[src/rtl/pipelined_barrel_shifter_if.sv]
// rtl/pipelined_barrel_shifter_if.sv - operation/result handshake bundle for the pipelined barrel shifter
interface pipelined_barrel_shifter_if #(
    parameter int WIDTH = 16,
    parameter int TAG_W = 4
);
    localparam int AMT_W = $clog2(WIDTH);

    logic             in_valid;
    logic             in_ready;
    logic [WIDTH-1:0] in_a;
    logic [AMT_W-1:0] in_amt;
    logic [2:0]       in_op;
    logic [TAG_W-1:0] in_tag;

    logic             out_valid;
    logic             out_ready;
    logic [WIDTH-1:0] out_y;
    logic             out_carry;
    logic             out_zero;
    logic [TAG_W-1:0] out_tag;

    modport master (
        output in_valid, in_a, in_amt, in_op, in_tag, out_ready,
        input  in_ready, out_valid, out_y, out_carry, out_zero, out_tag
    );

    modport slave (
        input  in_valid, in_a, in_amt, in_op, in_tag, out_ready,
        output in_ready, out_valid, out_y, out_carry, out_zero, out_tag
    );
endinterface

[src/rtl/pipelined_barrel_shifter.sv]
// rtl/pipelined_barrel_shifter.sv - handshaked shift/rotate unit with carry and zero flags
module pipelined_barrel_shifter #(
    parameter int WIDTH       = 16,
    parameter int PIPE_STAGES = 2,
    parameter int TAG_W       = 4
) (
    input  logic                        clk,
    input  logic                        rst_n,
    pipelined_barrel_shifter_if.slave   bus
);
    localparam int LEVELS = $clog2(WIDTH);
    localparam int SPLIT  = (PIPE_STAGES == 2) ? LEVELS / 2 : 0;

    typedef struct packed {
        logic [WIDTH-1:0]  val;
        logic              carry;
        logic [LEVELS-1:0] amt;
        logic              left;
        logic              rot;
        logic              arith;
        logic [TAG_W-1:0]  tag;
    } mid_t;

    function automatic logic [WIDTH-1:0] bit_rev(input logic [WIDTH-1:0] v);
        logic [WIDTH-1:0] r;
        r = '0;
        for (int i = 0; i < WIDTH; i++) r[i] = v[WIDTH-1-i];
        return r;
    endfunction

    // Left ops run in the bit-reversed domain, so every level is a right shift and the
    // carry is always the last bit to fall off the bottom of the current level.
    function automatic logic [WIDTH:0] run_levels(
        input logic [WIDTH-1:0]  v_in,
        input logic              c_in,
        input logic [LEVELS-1:0] amt,
        input logic              rot,
        input logic              arith,
        input int                lo,
        input int                hi
    );
        logic [WIDTH-1:0] v;
        logic             c;
        v = v_in;
        c = c_in;
        for (int k = 0; k < LEVELS; k++) begin
            if (k >= lo && k < hi && amt[k]) begin
                c = |(v & (WIDTH'(1) << ((1 << k) - 1)));
                if (rot)
                    v = (v >> (1 << k)) | (v << (WIDTH - (1 << k)));
                else if (arith)
                    v = $signed(v) >>> (1 << k);
                else
                    v = v >> (1 << k);
            end
        end
        return {c, v};
    endfunction

    logic [2:0]        op;
    logic              f_left, f_rot, f_arith, f_pass;
    logic [WIDTH-1:0]  a_dom;
    logic [LEVELS-1:0] amt_eff;
    logic [WIDTH:0]    r1;
    mid_t              front;

    always_comb begin
        op      = bus.in_op;
        f_left  = (op == 3'b100) || (op == 3'b110);
        f_rot   = (op == 3'b010) || (op == 3'b110);
        f_arith = (op == 3'b001);
        f_pass  = (op == 3'b011) || (op == 3'b101) || (op == 3'b111);
        a_dom   = f_left ? bit_rev(bus.in_a) : bus.in_a;
        amt_eff = f_pass ? '0 : bus.in_amt;
        r1      = run_levels(a_dom, 1'b0, amt_eff, f_rot, f_arith, 0, SPLIT);
        front.val   = r1[WIDTH-1:0];
        front.carry = r1[WIDTH];
        front.amt   = amt_eff;
        front.left  = f_left;
        front.rot   = f_rot;
        front.arith = f_arith;
        front.tag   = bus.in_tag;
    end

    logic out_valid_r;
    logic out_load_ok;
    logic mid_valid;
    mid_t mid;
    logic in_ready;

    assign out_load_ok  = ~out_valid_r | bus.out_ready;
    assign bus.in_ready = in_ready;

    generate
        if (PIPE_STAGES == 2) begin : g_two_stage
            logic mid_adv;
            assign mid_adv  = mid_valid & out_load_ok;
            assign in_ready = ~mid_valid | mid_adv;

            always_ff @(posedge clk or negedge rst_n) begin
                if (!rst_n) begin
                    mid_valid <= 1'b0;
                    mid       <= '0;
                end else begin
                    if (in_ready) mid_valid <= bus.in_valid;
                    if (bus.in_valid && in_ready) mid <= front;
                end
            end
        end else begin : g_one_stage
            assign mid_valid = bus.in_valid;
            assign mid       = front;
            assign in_ready  = out_load_ok;
        end
    endgenerate

    logic [WIDTH:0]   r2;
    logic [WIDTH-1:0] back_y;
    logic             back_carry;
    logic             back_zero;

    always_comb begin
        r2         = run_levels(mid.val, mid.carry, mid.amt, mid.rot, mid.arith, SPLIT, LEVELS);
        back_y     = mid.left ? bit_rev(r2[WIDTH-1:0]) : r2[WIDTH-1:0];
        back_carry = r2[WIDTH];
        back_zero  = (back_y == '0);
    end

    logic [WIDTH-1:0] out_y_r;
    logic             out_carry_r;
    logic             out_zero_r;
    logic [TAG_W-1:0] out_tag_r;

    // Result fields only load on a real transfer so they hold while the consumer stalls.
    always_ff @(posedge clk or negedge rst_n) begin
        if (!rst_n) begin
            out_valid_r <= 1'b0;
            out_y_r     <= '0;
            out_carry_r <= 1'b0;
            out_zero_r  <= 1'b0;
            out_tag_r   <= '0;
        end else begin
            if (out_load_ok) out_valid_r <= mid_valid;
            if (mid_valid && out_load_ok) begin
                out_y_r     <= back_y;
                out_carry_r <= back_carry;
                out_zero_r  <= back_zero;
                out_tag_r   <= mid.tag;
            end
        end
    end

    assign bus.out_valid = out_valid_r;
    assign bus.out_y     = out_y_r;
    assign bus.out_carry = out_carry_r;
    assign bus.out_zero  = out_zero_r;
    assign bus.out_tag   = out_tag_r;
endmodule

[src/flat_wrapper.sv]
// flat-port wrapper written by rule: the top's interface ports become plain ports
module pipelined_barrel_shifter_flat 
#(
    parameter int WIDTH       = 16,
    parameter int PIPE_STAGES = 2,
    parameter int TAG_W       = 4
)
  (clk, rst_n, bus_in_valid, bus_in_a, bus_in_amt, bus_in_op, bus_in_tag, bus_out_ready, bus_in_ready, bus_out_valid, bus_out_y, bus_out_carry, bus_out_zero, bus_out_tag);
  pipelined_barrel_shifter_if #(.WIDTH(WIDTH), .TAG_W(TAG_W)) bus_i ();
  input  logic clk;
  input  logic rst_n;
  input wire logic [$bits(bus_i.in_valid)-1:0] bus_in_valid;
  input wire logic [$bits(bus_i.in_a)-1:0] bus_in_a;
  input wire logic [$bits(bus_i.in_amt)-1:0] bus_in_amt;
  input wire logic [$bits(bus_i.in_op)-1:0] bus_in_op;
  input wire logic [$bits(bus_i.in_tag)-1:0] bus_in_tag;
  input wire logic [$bits(bus_i.out_ready)-1:0] bus_out_ready;
  output wire logic [$bits(bus_i.in_ready)-1:0] bus_in_ready;
  output wire logic [$bits(bus_i.out_valid)-1:0] bus_out_valid;
  output wire logic [$bits(bus_i.out_y)-1:0] bus_out_y;
  output wire logic [$bits(bus_i.out_carry)-1:0] bus_out_carry;
  output wire logic [$bits(bus_i.out_zero)-1:0] bus_out_zero;
  output wire logic [$bits(bus_i.out_tag)-1:0] bus_out_tag;
  assign bus_i.in_valid = bus_in_valid;
  assign bus_i.in_a = bus_in_a;
  assign bus_i.in_amt = bus_in_amt;
  assign bus_i.in_op = bus_in_op;
  assign bus_i.in_tag = bus_in_tag;
  assign bus_i.out_ready = bus_out_ready;
  assign bus_in_ready = bus_i.in_ready;
  assign bus_out_valid = bus_i.out_valid;
  assign bus_out_y = bus_i.out_y;
  assign bus_out_carry = bus_i.out_carry;
  assign bus_out_zero = bus_i.out_zero;
  assign bus_out_tag = bus_i.out_tag;
  pipelined_barrel_shifter #(.WIDTH(WIDTH), .PIPE_STAGES(PIPE_STAGES), .TAG_W(TAG_W)) u_core (.clk(clk), .rst_n(rst_n), .bus(bus_i));
endmodule
[config.mk]
export PLATFORM = sky130hd
export DESIGN_NAME = pipelined_barrel_shifter_flat
export DESIGN_NICKNAME = d
export VERILOG_FILES = /design/src/rtl/pipelined_barrel_shifter_if.sv /design/src/rtl/pipelined_barrel_shifter.sv /design/src/flat_wrapper.sv
export SDC_FILE = /design/constraint.sdc
export NUM_CORES = 1
export LEC_CHECK = 0
export ABC_AREA = 1
export CAP_MARGIN = 20
export CORE_AREA = 2 2 84 86
export DETAILED_ROUTE_END_ITERATION = 10
export DIE_AREA = 0 0 86 88
export PLACE_DENSITY = 0.83
export SLEW_MARGIN = 20
export SYNTH_ARGS = -nofsm -noshare
export SYNTH_HDL_FRONTEND = slang
export SYNTH_SLANG_ARGS = --single-unit
export TNS_END_PERCENT = 100
[constraint.sdc]
create_clock -name clk -period 1.8 [get_ports clk]
set_input_delay 0.18 -clock clk [delete_from_list [all_inputs] [get_ports clk]]
set_output_delay 0.18 -clock clk [all_outputs]
set_load 0.005 [all_outputs]
# == Word level (Yosys, flattened, before mapping) ==
# Index checks and enable logic that the tools add are counted.
# classes
n_eq_ne,7
mux,19
bitwise_logic,9
n_reduce_logical,7
# ops
cell,n
$mux 16,14
$logic_not 16->1,1
$or 12x16->16,1
$or 14x16->16,1
$or 15x16->16,1
$or 8x16->16,1
$eq 3x3->1 const B,4
$eq 3x2->1 const B,2
$logic_or 1x1->1,4
$mux 1,4
$mux 4,1
$eq 3x1->1 const B,1
$logic_and 1x1->1,2
$not 1->1,2
$or 1x1->1,2
$and 1x1->1,1
# word_totals
reg_bits,52
output_inout_bits,24

# == Depth between registers and ports, before layout ==
# Gate-level depths: netlist (run 1).
# depth
depth_word,9
mapped_depth,14

# == Worst setup path after synthesis (run 1) ==
# OpenSTA, ideal clock, no wires.
# synth_path
path_kind,reg-to-reg
start,reg u_core.mid[9] (netlist bit)
end,reg u_core.out_zero_r (netlist: u_core.bus.out_zero)
arrival_ns,1.355
path_slack_ns,0.380
path_stages_with_launch,13
path_buffers,2
period_less_slack_ns,1.420
path_cell_list,dfrtp_1 > buf_6 > buf_6 > or2_1 > nand2_1 > nand2_2 > nand2_1 > nand2_1 > nand2_1 > nand3_1 > nor2_1 > nand2_1 > nand2_1
# synth_between
elab_chain_len,6
elab_cells_between_ends,7
classes_between,mux: 5; bitwise: 1; reduce/logical: 1
# synth_rtl
item,line_no,source
start: declaration,pipelined_barrel_shifter.sv:88,mid_t mid;
start signal: assignment,pipelined_barrel_shifter.sv:106,if (bus.in_valid && in_ready) mid <= front;
$mux 16 *,pipelined_barrel_shifter.sv:47,if (k >= lo && k < hi && amt[k]) begin
$mux 16 or $or 8x16->16 (tied branches),"pipelined_barrel_shifter.sv:51, pipelined_barrel_shifter.sv:50",
$mux 16,pipelined_barrel_shifter.sv:49,if (rot)
$mux 16 *,pipelined_barrel_shifter.sv:47,
$mux 16 *,pipelined_barrel_shifter.sv:123,back_y = mid.left ? bit_rev(r2[WIDTH-1:0]) : r2[WIDTH-1:0];
$logic_not 16->1 *,pipelined_barrel_shifter.sv:125,back_zero = (back_y == '0);
end signal: assignment,pipelined_barrel_shifter.sv:146,out_zero_r <= back_zero;
end: declaration,pipelined_barrel_shifter.sv:130,logic out_zero_r;
# Every way passes the cells marked *; elsewhere a longest branch is shown, timed or not.
# A chain may end at the register's enable or synchronous reset.

# == Worst setup path in the final report (run 1) ==
# Same ends and word-level chain as after synthesis.

==> metrics.md, run 1 <==
| Metric | Value |
|---|---|
| Outcome | finished, final reports clean |
| Reg power frac | 38.5% |
| Asr flop ratio synth | 100% |
| Worst-margin pin slew | 0.606 ns |
| Setup violations, final | 0 |
| Drt first-iter violations | 158 |
| Min setup slack post-route | 0.0734 ns |
| Post-synth EDFFs | 0 |
| Netlist cell types | 29 |
| Die area | 7570 um^2 |
| Root buffer cell | clkbuf_8 |
| All-Layer GR Usage | 22.3% |
| # IOs | 55 |
| Synth cell count leaders | 185 x nand2_1, 50 x dfrtp_1, 50 x o21ai_0 |
| Min Clock Period, post-route | 1.73 ns |
| Max-slew headroom | 59.6% |
| Switch share | 36.7% |
| Nets@finish | 595 |
| Worst path top cell family by delay | simple AND/OR/NAND/NOR gates |
| Routed Wire Length | 8120 um |
| Critical path type | flop to flop |
| Antenna violations before repair | 0 |
| CP max-delay cell | dfrtp_2 |
| Clk pwr share | 15.1% |
| Count leader, synth | nand2_1 |
| CP Capture Type | flop |
| Wire per inst | 12.6 um |
| Synth Net Count | 525 |
| Die height | 88 um |
| Max-Cap Viols | 0 |
| Number of buffers created by CTS | 5 |
| Reg2Reg Depth | 10 |
| Cells after Synth | 494 |
| CTS tree | done |
| Drt pass-1 iters | 4 |
| Internal Power | 2.63 mW |
| Fmax | 0.579 GHz |
| Starting Density | 49.0% |
| Largest area contributor in the netlist | dfrtp_1 |
| CP arrival | 1.98 ns |
| CTS clk-pin slew, worst paths | 0.09 ns |
| Crit path max fanout | 6 |
| Die Width | 86 um |
| Largest net degree at the start of global routing | 30 |
| PD cells | 974 nW/um^2 |
| Synth top area cells | dfrtp_1 38%, nand2_1 21%, o21ai_0 7.7% |
| Filler cells | 606 |
| DP Worst Slack | -0.00145 ns |
| First-pass GRT wire length | 13500 um |
| Total inserted antenna cells | 0 |
| Synth Area per Inst | 6.59 um^2 |
| Synth Warn # | 0 |
| Number of global-route vias before repair | 3015 |
| Total number of vias | 3339 |
| Clock latency on the worst-skew pair | 0.31 ns |
| P&R area growth vs syn | 30.9% |
| Net Switching | 1.52 mW |
| Critical path cell sequence | clkbuf_16, nand2_1, o21ai_1, o21ai_2, nand2_1, nor2_2, nand2_1, nor2_1, nand2_1, nand2_1 |
| Port-buffer cells | 54 |
| CP max stage delay | 0.52 ns |
| Synth top area share | 38.4% |
| Congestion Overflow GR | 0 |
| Logic gate share of total power | 46.4% |
| Leak | 2.10 nW |
| Primary FF master, synth | dfrtp_1 |
| Gpl congestion | 0.985 |
| Synthesized area | 3250 um^2 |
| Tcrit/Tclk final | 95.9% |
| Clock Path Buffers | 2 |
| Setup crit start kind | flop |
| Most common cell on crit path | nand2_1 |
| Final Skew | 0.00651 ns |
| Vias/cell | 5.18 |
| CP required | 2.05 ns |
| CP bufs+invs | 1 |
| RSZ-0062 raised after global routing | yes |
| Core region area | 6640 um^2 |
| Reg-to-reg critical path startpoint | u_core.mid[9] |
| Min-Delay Path Class | primary input to async pin |
| Remaining antenna violation count after routing | 0 |
| DRC violations left | 0 |
| Slew Limit Fails | 0 |
| Seq cells post-synth | 50 |
| # clock sinks | 50 |
| Sequential area share after synthesis | 38.4% |
| Hold Fails Final Rpt | 0 |
| R2r setup slk | 0.07 ns |
| H-tree levels | 2 |
| DPL Wire Length | 6140 um |
| Setup TNS | 0 ns |
| Critical R2R Capture | u_core.bus.out_zero |
| Max rail drop VDD | 356 uV |
| Layout cell share with drive strength beyond 1 | 14.7% |
| FP Rows | 30 |
[worst max-delay path by stage]
| stage | slack (ns) | from | to | depth (start not counted) |
|---|---|---|---|---|
| 3_3_place_gp | 0.05 | bus_in_op[0] | u_core.mid[11] | 9 |
| 3_5_place_dp | -0.001 | bus_in_op[2] | u_core.mid[13] | 9 |
| 2_1_floorplan | 0.38 | u_core.mid[9] | u_core.bus.out_zero | 12 |
| 5_1_grt | -0.04 | u_core.mid[9] | u_core.bus.out_zero | 11 |
| 4_1_cts | 0.09 | u_core.mid[9] | u_core.bus.out_zero | 11 |
| 6_report | 0.07 | u_core.mid[9] | u_core.bus.out_zero | 10 |
[power groups by stage]
stage	Combinational [mW]	Sequential [mW]	Clock [mW]
floorplan	0.962	1.60	0
global placement	1.73	1.59	0
detailed placement	1.77	1.61	0
CTS	1.78	1.59	0.641
global route	2.15	1.64	0.677
finish	1.93	1.60	0.626
[area by class of cell]
class / instances / area, um^2 / share of cell area (%)
multi-input combinational: 374 / 1750 / 41.0
sequential: 50 / 1250 / 29.4
timing repair buffer: 91 / 917 / 21.5
inverter: 42 / 163 / 3.82
tap: 80 / 100 / 2.35
clock buffer: 5 / 68.8 / 1.62
clock inverter: 2 / 10.0 / 0.235
[state kept, by name, indices dropped and copies added, names as in the netlist]
| register | cells |
|---|---|
| u_core.mid | 26 |
| u_core.mid_valid | 1 |
| u_core.bus.out_y | 16 |
| u_core.bus.out_tag | 4 |
| u_core.bus.out_zero | 1 |
| u_core.bus.out_valid | 1 |
| u_core.bus.out_carry | 1 |
[metrics by stage]
step	std cells	hold WS, ns	cell area [um^2]	utilization (%)	total power, mW
floorplan	494	-0.116	3250	-	2.56
CTS	638	0.414	4100	61.7	4.00
global placement	630	0.205	4010	60.3	3.32
global route	644	0.407	4260	64.1	4.46
detailed placement	630	0.220	4010	60.3	3.38
finish	644	0.410	4260	64.1	4.15
[layer usage]
layer	global-route usage (%)	wire, um
met5	0	0
met1	27.5	3540
met3	3.68	341
met4	6.06	249
met2	40.2	3990
[worst register-to-register path, cell delays in order (launching register included)]
cell       delay, ns
dfrtp_2         0.52
clkbuf_16       0.20
nand2_1         0.07
o21ai_1         0.08
o21ai_2         0.23
nand2_1         0.11
nor2_2          0.15
nand2_1         0.08
nor2_1          0.10
nand2_1         0.06
nand2_1         0.06
[logic make-up after synthesis]
family,count (synthesis),share of synthesized area (%)
buffers and inverters,70,10.1
AO/OA/AOI/OAI,104,17.6
AND/OR/NAND/NOR,270,33.9
flip-flops,50,38.4
[layout by cell type (no fill, tap or decap), types with 2 or more instances in the layout]
cell type,synthesis,final
clkdlybuf4s50_1,0,53
inv_1,38,37
o22ai_1,9,9
inv_2,4,4
a21oi_2,4,5
or2_4,1,2
nor2_2,1,2
a22oi_1,2,2
nand3_1,35,29
dfrtp_1,50,49
a31oi_1,5,5
nand2_2,5,11
nand3_2,2,8
o211ai_1,3,3
clkbuf_16,0,2
clkbuf_8,0,5
or2_0,2,2
buf_4,7,28
a21oi_1,20,19
o21ai_2,1,4
buf_12,0,5
nand2_1,185,178
o21ai_0,50,44
clkinv_2,0,2
o21ai_1,9,12
nor2_1,35,34
[repair_timing]
| item | CTS | global route |
|---|---|---|
| hold endpoints to repair | 25 | 0 |
| endpoints found under the setup margin | 0 | 3 |
| gates resized for setup | 0 | 30 |
| setup buffers | 0 | 3 |
| hold buffers | 1 | 0 |
Power figures use the tool's default switching activity.
==> run 2, diff against run 1 <==
- ABC_CLOCK_PERIOD_IN_PS: unset -> 1800
==> results of run 2 <==
Final layout, timing and power as in run 1 (identical DEF).
==> run 3, diff against run 2 <==
- RECOVER_POWER: unset -> 100
==> run 3 against run 2 <==
  * Die area unchanged
  * Combinational power about the same
  * Sequential cell count unchanged
  * Non-clock buffer count unchanged
  * Hold slack improved by 0.0041 ns
  * Setup slack improved by 0.0051 ns
  * Via count decreased by 0.42%
  * Sequential share of layout area increased by 0.16 points
  * Largest power group unchanged
==> metrics.md, run 3 (synthesis results as in run 1) <==
| Metric | Value |
|---|---|
| Outcome | finished, final reports clean |
| Slew Limit Fails | 0 |
| DRC violations left | 0 |
| First-pass GRT wire length | 13500 um |
| FP Rows | 30 |
| Clock Path Buffers | 2 |
| Number of global-route vias before repair | 3015 |
| Worst Setup SP | u_core.mid[9] |
| Layout cell share with drive strength beyond 1 | 14.4% |
| Placed Area | 4010 um^2 |
| R2r setup slk | 0.08 ns |
| All-Layer GR Usage | 22.3% |
| WHS | 0.414 ns |
| Most frequent cells in the layout | 178 x nand2_1, 53 x clkdlybuf4s50_1, 49 x dfrtp_1 |
| Number of buffers created by CTS | 5 |
| Setup TNS | 0 ns |
| Hold Fails Final Rpt | 0 |
| Worst setup path endpoint | u_core.bus.out_zero |
| Top reg by flops | u_core.mid |
| Leak | 2.09 nW |
| Crit path max fanout | 6 |
| # clock sinks | 50 |
| Critical path type | flop to flop |
| Min Clock Period, post-route | 1.72 ns |
| Critical R2R Capture | u_core.bus.out_zero |
| CTS tree | done |
| Commonest non-fill, non-tap cell in the layout | nand2_1 |
| Largest register FFs | 26 |
| Reg2Reg Depth | 10 |
| Core region area | 6640 um^2 |
| Remaining antenna violation count after routing | 0 |
| Drt pass-1 iters | 4 |
| H-tree levels | 2 |
| Clock latency on the worst-skew pair | 0.31 ns |
| CP required | 2.05 ns |
| Max rail drop VDD | 356 uV |
| Tcrit/Tclk final | 95.6% |
| Starting Density | 49.0% |
| Fmax | 0.581 GHz |
| Min-Delay Path Class | primary input to flop |
| Total number of vias | 3325 |
| Non-Filler Cell Area, Final | 4240 um^2 |
| Total inserted antenna cells | 0 |
| RSZ-0062 raised after global routing | yes |
| Nets@finish | 595 |
| Die area | 7570 um^2 |
| DPL Wire Length | 6140 um |
| Reg-to-reg critical path startpoint | u_core.mid[9] |
| Antenna violations before repair | 0 |
| Max-Cap Viols | 0 |
| Die Width | 86 um |
| Gpl congestion | 0.985 |
| Largest net degree at the start of global routing | 30 |
| Routed Wire Length | 8130 um |
| CP Capture Type | flop |
| Wire per inst | 12.6 um |
| CTS clk-pin slew, worst paths | 0.09 ns |
| PD cells | 977 nW/um^2 |
| Max-slew headroom | 57.7% |
| Setup violations, final | 0 |
| Port-buffer cells | 54 |
| Congestion Overflow GR | 0 |
| Final Skew | 0.00640 ns |
| # IOs | 55 |
| Worst-margin pin slew | 0.634 ns |
| Die height | 88 um |
| P&R area growth vs syn | 30.2% |
| CP arrival | 1.97 ns |
| Vias/cell | 5.16 |
| Tot Pwr | 4.14 mW |
| Post-Route Utilization | 63.8% |
| Root buffer cell | clkbuf_8 |
| Drt first-iter violations | 162 |
| Setup crit start kind | flop |
-- run 3: cell type report --
cell class                 count  area (um^2)
multi-input combinational    374         1750
clock buffer                   5         68.8
tap                           80          100
fill                         607         2410
inverter                      42          163
clock inverter                 2         10.0
sequential                    50         1250
timing repair buffer          91          895
-- run 3: power by group --
| group | internal [mW] | total, mW | switching [mW] |
|---|---|---|---|
| combinational | 0.945 | 1.92 | 0.971 |
| clock | 0.262 | 0.626 | 0.365 |
| sequential | 1.41 | 1.60 | 0.184 |
-- run 3: how the worst min path moves through the flow --
stage	from	to	slack, ns	depth (start not counted)
floorplan	rst_n	u_core.bus.out_carry	-0.12	0
global placement	rst_n	u_core.bus.out_tag[3]	0.20	1
detailed placement	rst_n	u_core.bus.out_tag[1]	0.22	1
CTS	bus_in_tag[0]	u_core.mid[0]	0.41	3
global route	bus_in_tag[0]	u_core.mid[0]	0.41	3
finish	bus_in_tag[0]	u_core.mid[0]	0.41	3
-- run 3: metrics by stage --
| step | cells | worst slack, ns |
|---|---|---|
| after floorplan | 494 | 0.380 |
| after global placement | 630 | 0.0476 |
| after detailed placement | 630 | -0.00145 |
| after CTS | 638 | 0.0880 |
| after global routing | 644 | -0.0436 |
| final | 644 | 0.0785 |
-- run 3: layer usage --
layer	wire (um)	GRT usage (%)
met4	221	6.06
met1	3570	27.5
met2	4000	40.2
met5	0	0
met3	331	3.68
-- run 3: worst max-delay path: stages, from the launching register on --
cell and delay (ns):
dfrtp_2 0.52, clkbuf_16 0.20, nand2_1 0.07, o21ai_1 0.08
o21ai_2 0.23, nand2_1 0.11, nor2_2 0.15, nand2_1 0.07
nor2_1 0.10, nand2_1 0.06, nand2_1 0.06
-- run 3: repair_timing --
action	in CTS	in global routing
hold buffers	1	0
buffers inserted	0	3
setup endpoints to repair	0	3
resized for setup	0	30
endpoints found under the hold margin	25	0
